===== src/rtl/dshot_pkg.sv =====
// Shared constants, Wishbone request bundle and the DSHOT checksum
// used by the DSHOT transmitter and its per-motor channels.
package dshot_pkg;

  localparam int FRAME_W = 16;
  localparam int VALUE_W = 12;

  localparam logic [2:0] REG_MOTOR0 = 3'd0;
  localparam logic [2:0] REG_MOTOR1 = 3'd1;
  localparam logic [2:0] REG_MOTOR2 = 3'd2;
  localparam logic [2:0] REG_MOTOR3 = 3'd3;
  localparam logic [2:0] REG_STATUS = 3'd4;

  // Only the fields the register file actually consumes are carried.
  typedef struct packed {
    logic               we;
    logic [2:0]         idx;
    logic [1:0]         sel;
    logic [VALUE_W-1:0] dat;
  } wb_req_t;

  // crc = (v ^ v>>4 ^ v>>8) & 0xF, i.e. XOR of the three nibbles.
  function automatic logic [3:0] dshot_crc(input logic [VALUE_W-1:0] v);
    return v[3:0] ^ v[7:4] ^ v[11:8];
  endfunction

endpackage


===== src/rtl/dshot_channel.sv =====
// One DSHOT output: serialises a 16-bit frame MSB first, enforces the
// post-frame guard time and holds one pending (last-wins) update.
module dshot_channel
  import dshot_pkg::*;
#(
  parameter int TBIT_CYCLES  = 240,
  parameter int T0H_CYCLES   = 90,
  parameter int T1H_CYCLES   = 180,
  parameter int GUARD_CYCLES = 1200
) (
  input  logic               i_clk,
  input  logic               i_resetn,
  input  logic               start_i,
  input  logic [VALUE_W-1:0] value_i,
  output logic               busy_o,
  output logic               pending_o,
  output logic               line_o
);

  localparam int CMAX = (TBIT_CYCLES > GUARD_CYCLES) ? TBIT_CYCLES : GUARD_CYCLES;
  localparam int CW   = $clog2(CMAX + 1);

  localparam logic [CW-1:0] C_T0 = CW'(T0H_CYCLES - 1);
  localparam logic [CW-1:0] C_T1 = CW'(T1H_CYCLES - 1);
  localparam logic [CW-1:0] C_TB = CW'(TBIT_CYCLES - 1);
  localparam logic [CW-1:0] C_G  = CW'(GUARD_CYCLES - 1);

  localparam logic [1:0] S_IDLE  = 2'd0;
  localparam logic [1:0] S_HIGH  = 2'd1;
  localparam logic [1:0] S_LOW   = 2'd2;
  localparam logic [1:0] S_GUARD = 2'd3;

  logic [1:0]         state_q, state_d;
  logic [CW-1:0]      cnt_q, cnt_d;
  logic [3:0]         bit_q, bit_d;
  logic [FRAME_W-1:0] shr_q, shr_d;
  logic               pend_q, pend_d;
  logic [VALUE_W-1:0] pval_q, pval_d;
  logic               line_q;

  // Register layout is {telem, throttle}; the wire order is {throttle, telem, crc}.
  function automatic logic [FRAME_W-1:0] mk_frame(input logic [VALUE_W-1:0] r);
    logic [VALUE_W-1:0] v;
    v = {r[10:0], r[11]};
    return {v, dshot_crc(v)};
  endfunction

  always_comb begin
    state_d = state_q;
    cnt_d   = cnt_q;
    bit_d   = bit_q;
    shr_d   = shr_q;
    pend_d  = pend_q;
    pval_d  = pval_q;

    if (start_i && state_q != S_IDLE) begin
      pend_d = 1'b1;
      pval_d = value_i;
    end

    case (state_q)
      S_IDLE: begin
        if (start_i) begin
          shr_d   = mk_frame(value_i);
          bit_d   = 4'd0;
          cnt_d   = '0;
          state_d = S_HIGH;
        end
      end
      S_HIGH: begin
        cnt_d = cnt_q + 1'b1;
        if (cnt_q == (shr_q[FRAME_W-1] ? C_T1 : C_T0)) state_d = S_LOW;
      end
      S_LOW: begin
        if (cnt_q == C_TB) begin
          cnt_d = '0;
          if (bit_q == 4'd15) begin
            state_d = S_GUARD;
          end else begin
            bit_d   = bit_q + 4'd1;
            shr_d   = {shr_q[FRAME_W-2:0], 1'b0};
            state_d = S_HIGH;
          end
        end else begin
          cnt_d = cnt_q + 1'b1;
        end
      end
      S_GUARD: begin
        if (cnt_q == C_G) begin
          cnt_d = '0;
          bit_d = 4'd0;
          // A write landing on the last guard cycle is never lost: it either
          // becomes the frame sent now or stays queued behind the old pending.
          if (pend_q) begin
            shr_d   = mk_frame(pval_q);
            pend_d  = start_i;
            state_d = S_HIGH;
          end else if (start_i) begin
            shr_d   = mk_frame(value_i);
            pend_d  = 1'b0;
            state_d = S_HIGH;
          end else begin
            state_d = S_IDLE;
          end
        end else begin
          cnt_d = cnt_q + 1'b1;
        end
      end
      default: state_d = S_IDLE;
    endcase
  end

  always_ff @(posedge i_clk) begin
    if (!i_resetn) begin
      state_q <= S_IDLE;
      cnt_q   <= '0;
      bit_q   <= 4'd0;
      shr_q   <= '0;
      pend_q  <= 1'b0;
      pval_q  <= '0;
      line_q  <= 1'b0;
    end else begin
      state_q <= state_d;
      cnt_q   <= cnt_d;
      bit_q   <= bit_d;
      shr_q   <= shr_d;
      pend_q  <= pend_d;
      pval_q  <= pval_d;
      line_q  <= (state_d == S_HIGH);
    end
  end

  assign busy_o    = (state_q != S_IDLE);
  assign pending_o = pend_q;
  assign line_o    = line_q;

endmodule


===== src/rtl/wb_dshot_tx.sv =====
// Wishbone register front end for NUM_MOTORS DSHOT channels: motor value
// registers, read-only STATUS, single-cycle ack/err with no wait states.
module wb_dshot_tx
  import dshot_pkg::*;
#(
  parameter int NUM_MOTORS   = 4,
  parameter int TBIT_CYCLES  = 240,
  parameter int T0H_CYCLES   = 90,
  parameter int T1H_CYCLES   = 180,
  parameter int GUARD_CYCLES = 1200
) (
  input  logic                  i_clk,
  input  logic                  i_resetn,
  input  logic [31:0]           s_wb_adr_i,
  input  logic [31:0]           s_wb_dat_i,
  output logic [31:0]           s_wb_dat_o,
  input  logic                  s_wb_we_i,
  input  logic [3:0]            s_wb_sel_i,
  input  logic                  s_wb_stb_i,
  input  logic                  s_wb_cyc_i,
  output logic                  s_wb_ack_o,
  output logic                  s_wb_err_o,
  output logic [NUM_MOTORS-1:0] o_motor,
  output logic                  o_busy
);

  wb_req_t req;
  logic    req_vld;
  logic    ack_q, err_q;
  logic [31:0] dat_q;

  logic [NUM_MOTORS-1:0][VALUE_W-1:0] motor_q;
  logic [NUM_MOTORS-1:0]              start_q;
  logic [NUM_MOTORS-1:0]              wr_hit;
  logic [NUM_MOTORS-1:0]              busy_w, pend_w;

  logic               hit_motor;
  logic [VALUE_W-1:0] rd_motor;
  logic [7:0]         status;
  logic               unused_ok;

  assign req.we  = s_wb_we_i;
  assign req.idx = s_wb_adr_i[4:2];
  assign req.sel = s_wb_sel_i[1:0];
  assign req.dat = s_wb_dat_i[VALUE_W-1:0];

  assign unused_ok = ^{s_wb_adr_i[31:5], s_wb_adr_i[1:0], s_wb_dat_i[31:VALUE_W],
                       s_wb_sel_i[3:2]};

  // The ack/err gate keeps one response per request despite stb staying high.
  assign req_vld = s_wb_stb_i & s_wb_cyc_i & ~ack_q & ~err_q;

  always_comb begin
    hit_motor = 1'b0;
    rd_motor  = '0;
    wr_hit    = '0;
    for (int n = 0; n < NUM_MOTORS; n++) begin
      if (req.idx == 3'(n)) begin
        hit_motor = 1'b1;
        rd_motor  = motor_q[n];
        wr_hit[n] = req_vld & req.we & (req.sel == 2'b11);
      end
    end
  end

  assign status = {4'(pend_w), 4'(busy_w)};

  always_ff @(posedge i_clk) begin
    if (!i_resetn) begin
      ack_q   <= 1'b0;
      err_q   <= 1'b0;
      dat_q   <= '0;
      motor_q <= '0;
      start_q <= '0;
    end else begin
      ack_q   <= 1'b0;
      err_q   <= 1'b0;
      start_q <= wr_hit;
      for (int n = 0; n < NUM_MOTORS; n++) begin
        if (wr_hit[n]) motor_q[n] <= req.dat;
      end
      if (req_vld) begin
        if (hit_motor) begin
          ack_q <= 1'b1;
          if (!req.we) dat_q <= {{(32-VALUE_W){1'b0}}, rd_motor};
        end else if (req.idx == REG_STATUS && !req.we) begin
          ack_q <= 1'b1;
          dat_q <= {24'd0, status};
        end else begin
          err_q <= 1'b1;
        end
      end
    end
  end

  for (genvar g = 0; g < NUM_MOTORS; g++) begin : g_ch
    dshot_channel #(
      .TBIT_CYCLES  (TBIT_CYCLES),
      .T0H_CYCLES   (T0H_CYCLES),
      .T1H_CYCLES   (T1H_CYCLES),
      .GUARD_CYCLES (GUARD_CYCLES)
    ) u_ch (
      .i_clk     (i_clk),
      .i_resetn  (i_resetn),
      .start_i   (start_q[g]),
      .value_i   (motor_q[g]),
      .busy_o    (busy_w[g]),
      .pending_o (pend_w[g]),
      .line_o    (o_motor[g])
    );
  end

  assign s_wb_ack_o = ack_q;
  assign s_wb_err_o = err_q;
  assign s_wb_dat_o = dat_q;
  assign o_busy     = |busy_w;

endmodule

===== config.mk =====
export PLATFORM = sky130hd
export DESIGN_NAME = wb_dshot_tx
export DESIGN_NICKNAME = d
export VERILOG_FILES = /design/src/rtl/dshot_pkg.sv /design/src/rtl/dshot_channel.sv /design/src/rtl/wb_dshot_tx.sv
export SDC_FILE = /design/constraint.sdc
export NUM_CORES = 1
export LEC_CHECK = 0
export ABC_CLOCK_PERIOD_IN_PS = 2370
export BUFFER_PORTS_ARGS = -buffer_cell sky130_fd_sc_hd__buf_4
export CAP_MARGIN = 10
export CORE_MARGIN = 1.5
export CORE_UTILIZATION = 45
export CTS_CLUSTER_DIAMETER = 80
export DETAILED_ROUTE_END_ITERATION = 12
export SKIP_LAST_GASP = 1
export SLEW_MARGIN = 10
export SYNTH_ARGS = -nofsm -noshare
export SYNTH_HDL_FRONTEND = slang
export SYNTH_SLANG_ARGS = --single-unit

===== constraint.sdc =====
create_clock -name i_clk -period 2.37 [get_ports i_clk]
set_input_delay 0.237 -clock i_clk [delete_from_list [all_inputs] [get_ports i_clk]]
set_output_delay 0.237 -clock i_clk [all_outputs]
set_load 0.03 [all_outputs]

Yosys cells after proc, flatten, opt, wreduce, memory -nomap -nowiden

Cells that the tools add are included.

Reduce and logical (&&, ||, !) cells: 32
Bitwise operators: 25
Equal/unequal tests: 54
$add $sub $neg: 8
Mux-type cells: 134

Operators with widths:

| operator                                             | count |
|---|---|
| two-way mux 16 bit                                   | 20 |
| one-hot mux 16 bit (3 select lines)                  | 4 |
| one-hot mux 11 bit (4 select lines)                  | 4 |
| two-way mux 11 bit                                   | 12 |
| two-way mux 32 bit                                   | 3 |
| two-way mux 4 bit                                    | 16 |
| XOR 4 bit                                            | 16 |
| two-way mux 12 bit                                   | 4 |
| two-way mux 2 bit                                    | 24 |
| one-hot mux 4 bit (3 select lines)                   | 4 |
| adder 11 x 1 -> 11 bit, second input constant        | 4 |
| equality test 11 bit                                 | 4 |
| equality test 11 bit, second input constant          | 4 |
| equality test 11 x 8 -> 1 bit, second input constant | 4 |
| two-way mux 1 bit                                    | 35 |
| two-way mux 8 bit                                    | 4 |
| one-hot mux 2 bit (4 select lines)                   | 4 |
| AND reduction 5 bit                                  | 4 |
| equality test 2 bit, second input constant           | 9 |
| != test 2 bit, second input constant                 | 9 |
| adder 4 x 1 -> 4 bit, second input constant          | 4 |
| equality test 2 x 1 -> 1 bit, second input constant  | 8 |
| equality test 4 bit, second input constant           | 4 |
| != test 2 x 1 -> 1 bit, second input constant        | 8 |
| other kinds (16)                                     | 41 |

Output and inout bits: 39
Word-level logic and storage cells: 289
Input bits: 73
Bits in registers: 274

Logic depth before layout (Yosys ltp)

Word-level depth: 7
Gate-level depth with buffers: 9
Depth with buffers taken out: 6

Cells and area by module

A second synthesis with hierarchy kept.

Cell total of the unflattened synthesis: 1632
Area total of the unflattened synthesis: 14201.1 um^2

By module, submodules not included:

| module                            | seq. area each (um^2) | cells an instance | times used | area an instance (um^2) |
|---|---|---|---|---|
| dshot_channel at g_ch[0].u_ch ... | 940.9                 | 346               | 2          | 2836.5 |
| wb_dshot_tx                       | 1321.3                | 280               | 1          | 3065.4 |
| dshot_channel at g_ch[2].u_ch     | 940.9                 | 331               | 1          | 2822.7 |
| dshot_channel at g_ch[3].u_ch     | 940.9                 | 329               | 1          | 2640.0 |

Least setup slack after synthesis

OpenSTA, ideal clock, no wires.

Path kind: register to register
From: register g_ch[1].u_ch.cnt_q[1]
To: register g_ch[1].u_ch.cnt_q[6]
Data arrival time: 2015 ps
Setup slack: 235 ps
Required time: 2250 ps
Stages on the path, launching flop included: 8
Buffers on the path: 1
Setup time: 120 ps
Period minus slack after synthesis: 2135 ps
Path through: dfxtp_1 -> ha_1 -> nand3_1 -> o41ai_1 -> or3_1 -> buf_2 -> nor3_1 -> a211o_1

Word-level cells in the longest chain between the ends: 3
Elaborated cells on any way between the ends: 6
Classes of those cells: 1 x add/sub; 2 x eq/ne; 3 x mux

RTL lines:

| item                                           | line                                                           | text |
|---|---|---|
| from (decl)                                    | dshot_channel.sv:34                                            | `logic [CW-1:0] cnt_q, cnt_d;` |
| from (signal assigned)                         | dshot_channel.sv:124                                           | `cnt_q <= cnt_d;` |
| adder 11 x 1 -> 11 bit (tied with other cells) | dshot_channel.sv:71, dshot_channel.sv:85, dshot_channel.sv:106 |  |
| two-way mux 11 bit (on tied branches)          | dshot_channel.sv:89, dshot_channel.sv:75                       |  |
| one-hot mux 11 bit (4 select lines) *          | dshot_channel.sv:61                                            | `case (state_q)` |

Every way passes the cells marked *; elsewhere a longest branch is shown, timed or not.
A chain may end at the register's enable or synchronous reset.

Final worst setup path

From: register g_ch[2].u_ch.cnt_q[5]
To: register g_ch[2].u_ch.bit_q[2]

Word-level cells in the longest chain between the ends: 3
Elaborated cells on any way between the ends: 5
Classes of those cells: 4 x eq/ne; 1 x reduce/logical

RTL lines:

| item                                                                         | line                                     | text |
|---|---|---|
| from (decl)                                                                  | dshot_channel.sv:34                      |  |
| from (signal assigned)                                                       | dshot_channel.sv:124                     |  |
| equality test 11 bit / equality test 11 x 8 -> 1 bit (equally long branches) | dshot_channel.sv:89, dshot_channel.sv:75 |  |
| != test 2 x 1 -> 1 bit (no source line)                                      | --                                       |  |
| AND reduction 5 bit (no source line) *                                       | --                                       |  |
| to (signal assigned)                                                         | dshot_channel.sv:125                     | `bit_q <= bit_d;` |
| to (decl)                                                                    | dshot_channel.sv:35                      | `logic [3:0] bit_q, bit_d;` |

Marked as above.

==> impl_metrics.ini <==
[status]
outcome = complete, no violations

[placement]
dpl_worst_slack_ns = 0.0993
placed_area_sq_mm = 0.0144
place_congestion = 0.825
dp_hpwl_microns = 25900
port_buffers = 40

[synthesis]
synth_top_family_by_area = simple AND/OR/NAND/NOR gates
synth_ff_type = dfxtp_1
ys_seq_area_share_pct = 37.3
muxShareOfSynthArea_pct = 9.08
syn_avg_cell_area_sq_um = 8.26
async_flop_share_pct = 0
ys.warnings.count = 0
synth-seq-cells = 254
synth-adder-area-share_pct = 0.734
synthSimpleGateAreaFrac_pct = 22.1
syn-cell-area_sq_mm = 0.0136
syn_inst = 1650
synth_compound_area_share_pct = 21.0
synth-edff-count = 0
yosysUniqueCellTypes = 81
synth_xor_area_share_pct = 4.22

[cts]
clk_latency_ns = 0.56
post-cts-setup-buffers = 0
clock-sinks = 254
clk_pin_slew_ns = 0.06
cts_tree = done
cts_inserted_buffers = 29
cts_max_level = 1
clock_path_buffers = 3
cts-root-buf = clkbuf_16

[worst_setup_path]
crit_type = reg2reg
start_kind = register
endpoint_kind = register
critPathMaxFanout = 8
cp_data_required_time_ns = 2.85
cp.arrival_ns = 2.70

[timing]
min_period_ns = 2.22
clock.fmax_ghz = 0.450
slew_violations = 0
worst_pin_slew_ns = 0.694
fin_ws_ns = 0.148
post-route-period-util_pct = 93.8
fin_skew_ns = 0.0142
hold_viol = 0
rsz0062_at_grt = no
maxSlewHeadroom_pct = 53.6
tns_ns = 0
setup_violations = 0

[global_routing]
grt_pass1_wl_microns = 61000
grt_pass1_vias = 11400
grt_usage_pct = 24.1
overflow = 0
antenna_found_initial = 0
grt_max_degree = 130

[finish]
areaGrowthSynthToFinish_pct = 13.7
fillerInstances = 2813
drive_gt1_share_pct = 12.4
fin_area_sq_mm = 0.0155
n_antenna_cell = 0
nets = 1756

[route]
wl_per_cell_microns = 18.3
wirelength_microns = 38200
vias_per_cell = 5.83
ant_nets = 0
drt_iter0_drc = 925
drtPass1Iterations = 6
drc = 0
dr_total_vias = 12200

[die]
start_util_pct = 45.9
die_area_sq_mm = 0.0313
die_x_microns = 177
core_sq_mm = 0.0297
die_y_microns = 177
rows = 63
ios = 112

[power_and_ir_drop]
leakage_nw = 5.40
power_density_mw_per_mm2 = 592
vdd_drop_max_v = 0.000583

[hold_path]
min_path_type = in2reg

[run]
max_cap_viol_count = 0
-- cell usage after synthesis, drive strengths merged, types with 17 or more instances --
library cell,instances,area [sq um]
nor3,34,175
nand3b,19,143
o22ai,52,325
buf,46,294
xnor2,46,403
nand2b,21,131
nand3,52,260
and3,23,144
o21ai,60,304
nor2,88,330
dfxtp,254,5080
a211o,17,149
a21oi,154,778
nand2,251,942
mux2i,82,821
a22oi,28,210
inv,21,78.8
nor2b,19,119
clkbuf,103,387
a31oi,17,106
-- cell type report --
class	instances	area [sq um]	share of cell area, %
Tap cell	390	488	3.15
Clock inverter	11	135	0.872
Timing Repair Buffer	124	1000	6.46
Multi-Input combinational cell	1245	7880	50.8
Sequential cell	254	5080	32.8
Inverter	21	83.8	0.541
Clock buffer	42	825	5.32
-- critical path, cell delays in order (launching register included) --
cell and delay (ns):
dfxtp_1 0.45, nand4bb_1 0.29, nor4b_1 0.46, nor3_2 0.13
or4b_2 0.65, a31oi_1 0.17
-- metal layers --
layer | GRT usage (%) | up-vias | part of all wire [%]
met3 | 3.22 | 59 | 5.0
met4 | 7.77 | 0 | 3.0
met5 | 0 | - | 0
met2 | 39.3 | 316 | 46
met1 | 32.7 | 5785 | 46
li1 | - | 6000 | -
-- logic make-up after synthesis --
family / Yosys count
adders and majority gates: 8
muxes: 107
xor gates and xnor gates: 61
and+or+nand+nor: 605
buffers and inverters: 170
other: 1
DFF: 254
AOI/OAI and AO/OA: 444
-- cell usage in the layout, fill, tap and decap left out, drive strengths merged, types with 28 or more instances in the layout --
cell    count
a21oi     154
buf       111
o21ai      60
clkbuf     42
nand2     251
mux2i      82
o22ai      52
xnor2      46
a22oi      28
dfxtp     254
nor2       88
nor3       34
nand3      52
-- metrics by stage --
stage                     hold WS (ns)  power (mW)  util [%]  instances
after floorplan                  0.377        4.61         -       1669
final                           0.0291        9.18      52.1       2087
after global routing            0.0425        9.46      52.1       2087
after CTS                       0.0120        9.26      52.1       2087
after detailed placement         0.458        4.70      48.5       2021
after global placement           0.453        4.70      48.5       2021
-- registers in the layout, indices dropped and copies added, names as in the netlist --
| signal | count |
|---|---|
| g_ch.u_ch.bit_q | 16 |
| g_ch.u_ch.state_q | 8 |
| s_wb_err_o | 1 |
| start_q | 4 |
| g_ch.u_ch.shr_q | 64 |
| s_wb_ack_o | 1 |
| g_ch.u_ch.pending_o | 4 |
| g_ch.u_ch.cnt_q | 44 |
| motor_q | 48 |
| g_ch.u_ch.pval_q | 48 |
| g_ch.u_ch.line_o | 4 |
| s_wb_dat_o | 12 |
-- what timing repair did --
item | CTS | global route
hold buffers | 13 | 0
gates resized for setup | 0 | 1
endpoints found under the hold margin | 49 | 0
setup endpoints to repair | 0 | 5
-- where the power goes --
part | internal, mW | switching (mW)
logic | 0.0995 | 0.229
registers | 4.28 | 0.0173
clock network | 2.73 | 1.82
-- path summary, 6_finish.rpt --
check / startpoint / end / slack [ns] / depth (start not counted)
worst max-delay path: g_ch[2].u_ch.cnt_q[5] / g_ch[2].u_ch.bit_q[2] / 0.15 / 5
worst min-delay path: i_resetn / g_ch[1].u_ch.shr_q[3] / 0.03 / 3
worst max register to register: g_ch[2].u_ch.cnt_q[5] / g_ch[2].u_ch.bit_q[2] / 0.15 / 5
worst min register to register: g_ch[2].u_ch.shr_q[12] / g_ch[2].u_ch.shr_q[12] / 0.47 / 2
Note: power is estimated with default switching activity, not from simulation.
